**config.mk**
```make
export PLATFORM = sky130hd
export DESIGN_NAME = rr_decode_arbiter
export DESIGN_NICKNAME = d
export VERILOG_FILES = /design/src/rtl/rr_decode_arbiter.sv
export SDC_FILE = /design/constraint.sdc
export NUM_CORES = 1
export LEC_CHECK = 0
export ABC_CLOCK_PERIOD_IN_PS = 3600
export BUFFER_PORTS_ARGS = -buffer_cell sky130_fd_sc_hd__clkbuf_2
export CAP_MARGIN = 20
export CORE_MARGIN = 2
export CORE_UTILIZATION = 40
export CTS_CLUSTER_DIAMETER = 60
export CTS_CLUSTER_SIZE = 12
export DETAILED_ROUTE_END_ITERATION = 8
export GPL_TIMING_DRIVEN = 0
export PLACE_DENSITY = 0.72
export SLEW_MARGIN = 0
export SYNTH_ARGS = -nofsm -noshare
export SYNTH_HDL_FRONTEND = slang
export SYNTH_SLANG_ARGS = --single-unit
```
**constraint.sdc**
```tcl
create_clock -name clk -period 3.6 [get_ports clk]
set_input_delay 0.9 -clock clk [delete_from_list [all_inputs] [get_ports clk]]
set_output_delay 0.9 -clock clk [all_outputs]
set_load 0.05 [all_outputs]
```
**src/rtl/rr_decode_arbiter.sv**
```systemverilog
// ---------------------------------------------------------------------------
// rr_decode_arbiter
//
// Round-robin arbiter for sixteen requesters that share one 4:16 decoded
// select bus. At most one requester owns the bus at a time. The owner's 4-bit
// index is kept in a register, and the one-hot grant is the decode of that
// registered index. The decoder is enabled by the registered valid flag.
// Because of this, grant has no combinational path from req.
//
// An owner keeps the bus until one of these happens: enable drops, the owner
// releases, the owner withdraws its request, or the owner has held the bus
// for MAX_HOLD cycles. Every grant is followed by one idle (bubble) cycle.
// The next search starts just after the previous owner, so that owner has the
// lowest priority in the next round.
//
// Ports
//   clk           rising-edge clock
//   reset         asynchronous, active-high reset
//   enable        global enable; low blocks new grants and revokes the owner
//   req[15:0]     request vector, bit i belongs to requester i
//   release_grant current owner is finished (only looked at while owning)
//   grant[15:0]   one-hot grant, 1<<grant_id while grant_valid, else 0
//   grant_id[3:0] index of the current owner; holds its last value when idle
//   grant_valid   a grant is active
//   hold_cnt[7:0] cycles the current grant has been held, starting at 0
// ---------------------------------------------------------------------------
module rr_decode_arbiter #(
    parameter int N        = 16,
    parameter int IDW      = 4,
    parameter int MAX_HOLD = 8
) (
    input  logic           clk,
    input  logic           reset,
    input  logic           enable,
    input  logic [N-1:0]   req,
    input  logic           release_grant,
    output logic [N-1:0]   grant,
    output logic [IDW-1:0] grant_id,
    output logic           grant_valid,
    output logic [7:0]     hold_cnt
);

    typedef enum logic {
        IDLE = 1'b0,
        OWN  = 1'b1
    } state_t;

    // Value of hold_cnt during the last cycle an owner may keep the bus.
    localparam logic [7:0] HOLD_LAST = 8'(MAX_HOLD - 1);

    state_t         state_q,       state_d;
    logic [IDW-1:0] ptr_q,         ptr_d;
    logic [IDW-1:0] grant_id_q,    grant_id_d;
    logic           grant_valid_q, grant_valid_d;
    logic [7:0]     hold_cnt_q,    hold_cnt_d;

    logic           found;
    logic [IDW-1:0] sel;
    logic [IDW-1:0] cand;
    logic           owner_exit;

    // 4:16 decoder with an enable input.
    function automatic logic [N-1:0] decode_4to16(input logic [IDW-1:0] idx,
                                                  input logic           en);
        logic [N-1:0] onehot;
        onehot = '0;
        if (en) begin
            onehot[idx] = 1'b1;
        end
        return onehot;
    endfunction

    // Round-robin search. Candidates are ptr+1, ptr+2, ... and wrap modulo 16
    // because of the 4-bit addition. The last candidate (offset 16 truncates
    // to 0) is ptr itself. So the previous owner is considered only when no
    // other requester is active.
    always_comb begin
        found = 1'b0;
        sel   = ptr_q;
        cand  = ptr_q;
        for (int off = 1; off <= N; off++) begin
            cand = ptr_q + IDW'(off);
            if (!found && req[cand]) begin
                found = 1'b1;
                sel   = cand;
            end
        end
    end

    // Exit conditions for an owner. The action taken is the same for every
    // condition, so their order only documents why the owner lost the bus.
    assign owner_exit = !enable
                     || release_grant
                     || !req[grant_id_q]
                     || (hold_cnt_q == HOLD_LAST);

    // Next-state logic. On an exit the pointer is set to the owner's index.
    // This gives that owner the lowest priority in the next search, and the
    // pass through IDLE produces the one-cycle bubble between grants.
    always_comb begin
        state_d       = state_q;
        ptr_d         = ptr_q;
        grant_id_d    = grant_id_q;
        grant_valid_d = grant_valid_q;
        hold_cnt_d    = hold_cnt_q;

        unique case (state_q)
            IDLE: begin
                grant_valid_d = 1'b0;
                hold_cnt_d    = 8'd0;
                if (enable && found) begin
                    state_d       = OWN;
                    grant_id_d    = sel;
                    grant_valid_d = 1'b1;
                end
            end
            OWN: begin
                if (owner_exit) begin
                    state_d       = IDLE;
                    grant_valid_d = 1'b0;
                    ptr_d         = grant_id_q;
                    hold_cnt_d    = 8'd0;
                end else begin
                    hold_cnt_d    = hold_cnt_q + 8'd1;
                end
            end
            default: begin
                state_d       = IDLE;
                grant_valid_d = 1'b0;
                hold_cnt_d    = 8'd0;
            end
        endcase
    end

    // State registers. After reset the pointer is 15, so the first search
    // starts at requester 0.
    always_ff @(posedge clk or posedge reset) begin
        if (reset) begin
            state_q       <= IDLE;
            ptr_q         <= '1;
            grant_id_q    <= '0;
            grant_valid_q <= 1'b0;
            hold_cnt_q    <= 8'd0;
        end else begin
            state_q       <= state_d;
            ptr_q         <= ptr_d;
            grant_id_q    <= grant_id_d;
            grant_valid_q <= grant_valid_d;
            hold_cnt_q    <= hold_cnt_d;
        end
    end

    // Grant is decoded only from registered state. An asynchronous reset
    // clears grant_valid_q, so the grant drops without waiting for a clock.
    // Enable gates the bus through grant_valid: when enable is low, the owner
    // is revoked at the next edge.
    assign grant       = decode_4to16(grant_id_q, grant_valid_q);
    assign grant_id    = grant_id_q;
    assign grant_valid = grant_valid_q;
    assign hold_cnt    = hold_cnt_q;

endmodule
```
==> run_results.csv <==
group,metric,value,unit
synth,ys_ff_latch,18,
synth,ys_seq_area_frac,0.130,
drt,drcViolationCount,0,
sta,rsz0062_at_grt,"true",
floorplan,die_w,97.6,um
sta,fin_crit,3.56,ns
setup_path,arrival,3.69,ns
setup_path,path_class,"flip-flop to flip-flop",
clocking,clockBufferDepth,2,
clocking,h-tree-depth,1,
synth,synth-main-ff-cell,"dfrtp_1",
clocking,cts.sinks,18,
clocking,clk_latency,0.25,ns
grt,grt_util_all_layers,0.230,
grt,grt_overflow,0,
drt,vias,3598,
floorplan,rows,34,
sta,setup_viol_count_final,0,
sta,hold_viol_final,0,
sta,worstMarginPinSlew,0.716,ns
synth,synth_area_leaders,"mux4_2, mux2i_1, dfrtp_1, mux2_2, nand2_1",
sta,finalClockSkew,0.00194,ns
synth,syn_area,0.00351,mm^2
place,dp_hpwl,8.46,mm
floorplan,num_io_pins,49,
setup_path,path_max_fanout,7,
sta,fmaxAchievable,281,MHz
clocking,cts-root-buf,"clkbuf_8",
cells_and_area,areaGrowthSynthToFinish,25.5,%
synth,synth_warnings,0,
sta,slew_violations,0,
cells_and_area,nets,481,
grt,grt_pass1_vias,3345,
hold_path,hold_class,"flip-flop to flip-flop",
place,place_congestion,0.942,
synth,synth_cell_type_count,74,
synth,synthCells,380,
floorplan,die_h,97.6,um
grt,grt_pass1_wl,17.9,mm
sta,maxSlewHeadroom,0.522,
floorplan,coreArea,0.00859,mm^2
synth,synth-edff-count,0,
cells_and_area,utilization,0.512,
synth,avgSynthCellArea,9.23,um^2
cells_and_area,layout-drive-gt1-share,0.410,
drt,antenna_left,0,
grt,grt_max_degree,19,
grt,antenna_found_initial,0,
setup_path,crit_path_end_kind,"flip-flop",
drt,first_iter_violations,315,
drt,drt-wirelength-per-cell,20.4,um
clocking,clk_pin_slew,0.07,ns
synth,synth-async-reset-ratio,1.00,
synth,synth_top_area_cell,"mux4_2",
sta,min_period_over_period,0.990,
setup_path,startpoint_type,"flip-flop",
drt,dr.pass1.iters,5,
clocking,cts_tree,"done",
drt,via_per_inst,6.43,
drt,routed_wirelength,11.4,mm
synth,syn-num-nets,409,
sta,finalSetupTns,0,ns
synth,netlist.area_leader.share,0.161,
run,maxCapViolations,0,
setup_path,critPathRequiredTime,3.73,ns
clocking,cts_buffers,3,
place,port_buffers,48,
floorplan,dieArea,0.00953,mm^2
floorplan,start_util,0.408,
clocking,cts_hold_buf,0,
status,status,"complete, no violations",
placed cells by master (no fill, tap or decap), types with 3 or more instances in the layout:
master and n:
dfstp_2 4, nand2_1 32, buf_4 21, o21ai_0 19, xnor2_2 3, mux2_2 10
xnor2_1 5, mux4_2 25, clkbuf_2 50, xor2_1 6, or3_1 3, nand3b_1 4
a31oi_1 4, buf_12 5, mux2i_1 25, mux2_4 6, nor3_1 8, nor2b_1 7
mux4_1 3, o211ai_1 4, and2_1 5, o21ai_1 4, and3_1 4, dfrtp_1 14
nor2_1 32, o22ai_1 4, clkbuf_8 4, clkbuf_1 5, nand2b_1 5, buf_6 6
or2_1 3, ha_1 7, a21oi_1 15, inv_1 8, mux2i_2 9, mux2i_4 5
nand3_1 11
sequential cells by signal, indices dropped and copies added, names as in the netlist:
signal	count
grant_valid	1
ptr_q	4
state_q	1
grant_id	4
hold_cnt	8
kinds of logic after synthesis:
logic type | count (synthesis) | share of synthesized area
multiplexers | 84 | 0.358
AO/OA/AOI/OAI | 85 | 0.165
XOR/XNOR | 18 | 0.0535
buffers and inverters | 36 | 0.0685
flip-flops | 18 | 0.130
adder cells (fa/ha/maj) | 9 | 0.0321
AND/OR/NAND/NOR | 130 | 0.193
synth_stat cells (all sizes together) (4+ instances only):
cell,instances
clkbuf,9
xor2,8
nand2b,5
mux4,29
nand3,12
nand3b,4
mux2i,39
a31oi,4
ha,9
buf,15
o211ai,5
nor2b,7
o21ai,23
mux2,16
and3,5
o22ai,6
dfrtp,14
dfstp,4
nor2,32
nor3,10
inv,11
or2,5
xnor2,10
nand2,33
and2,5
a21oi,17
layout make-up:
cell class	count	area, um^2
diodes	1	2.50
plain buffers	21	215
clock buffers	4	55.1
fillers	784	4190
inverters	12	53.8
multi-input cells	326	3040
flip-flops and latches	18	455
well taps	108	135
repair buffers	70	439
per-layer routing:
metal | global-route usage | part of all wire | vias to the layer above
met3 | 0.0432 | 0.070 | 43
met1 | 0.313 | 0.41 | 1778
met2 | 0.370 | 0.48 | 182
met4 | 0.0769 | 0.037 | 0
li1 | - | - | 1595
met5 | 0 | 0 | -
worst max-delay path, stage by stage (launching register included):
cell	delay, ns
dfstp_2	0.56
buf_12	0.11
clkinvlp_4	0.10
ha_4	0.26
buf_8	0.14
buf_12	0.14
mux2i_4	0.19
mux4_2	0.55
mux2_4	0.31
o211ai_4	0.11
nor4_4	0.07
buf_4	0.17
and3b_1	0.18
buf_6	0.13
a22oi_2	0.14
and3_1	0.19
a21oi_2	0.07
final timing paths:
kind                             startpoint          end  slack (ns)  cells after the start
worst min-delay path            hold_cnt[0]  hold_cnt[0]        0.50                      1
min in group asynchronous             reset  hold_cnt[7]        0.72                      2
max in group asynchronous             reset  grant_id[1]        2.45                      2
worst min register to register  hold_cnt[0]  hold_cnt[0]        0.50                      1
worst max register to register     ptr_q[1]  grant_id[1]        0.04                     16
worst max-delay path               ptr_q[1]  grant_id[1]        0.04                     16
what timing repair did:
item	in CTS	in global routing
endpoints found under the hold margin	0	0
pin swaps	6	11
gates resized for setup	27	35
gates cloned	0	1
setup buffers	10	11
setup endpoints to repair	6	4
metrics by stage:
| step | instance area (um^2) | std cells | hold WS [ns] | worst slack [ns] |
|---|---|---|---|---|
| final | 4400 | 560 | 0.504 | 0.0377 |
| after CTS | 4110 | 548 | 0.507 | 0.000567 |
| after detailed placement | 3880 | 536 | 0.500 | -0.753 |
| after floorplan | 3510 | 380 | 0.527 | 0.0150 |
| after global placement | 3880 | 536 | 0.473 | -0.755 |
| after global routing | 4400 | 559 | 0.528 | -0.101 |
Power is not shown: default switching activity piles up to over one toggle a cycle in this logic, so the estimate is an artifact.
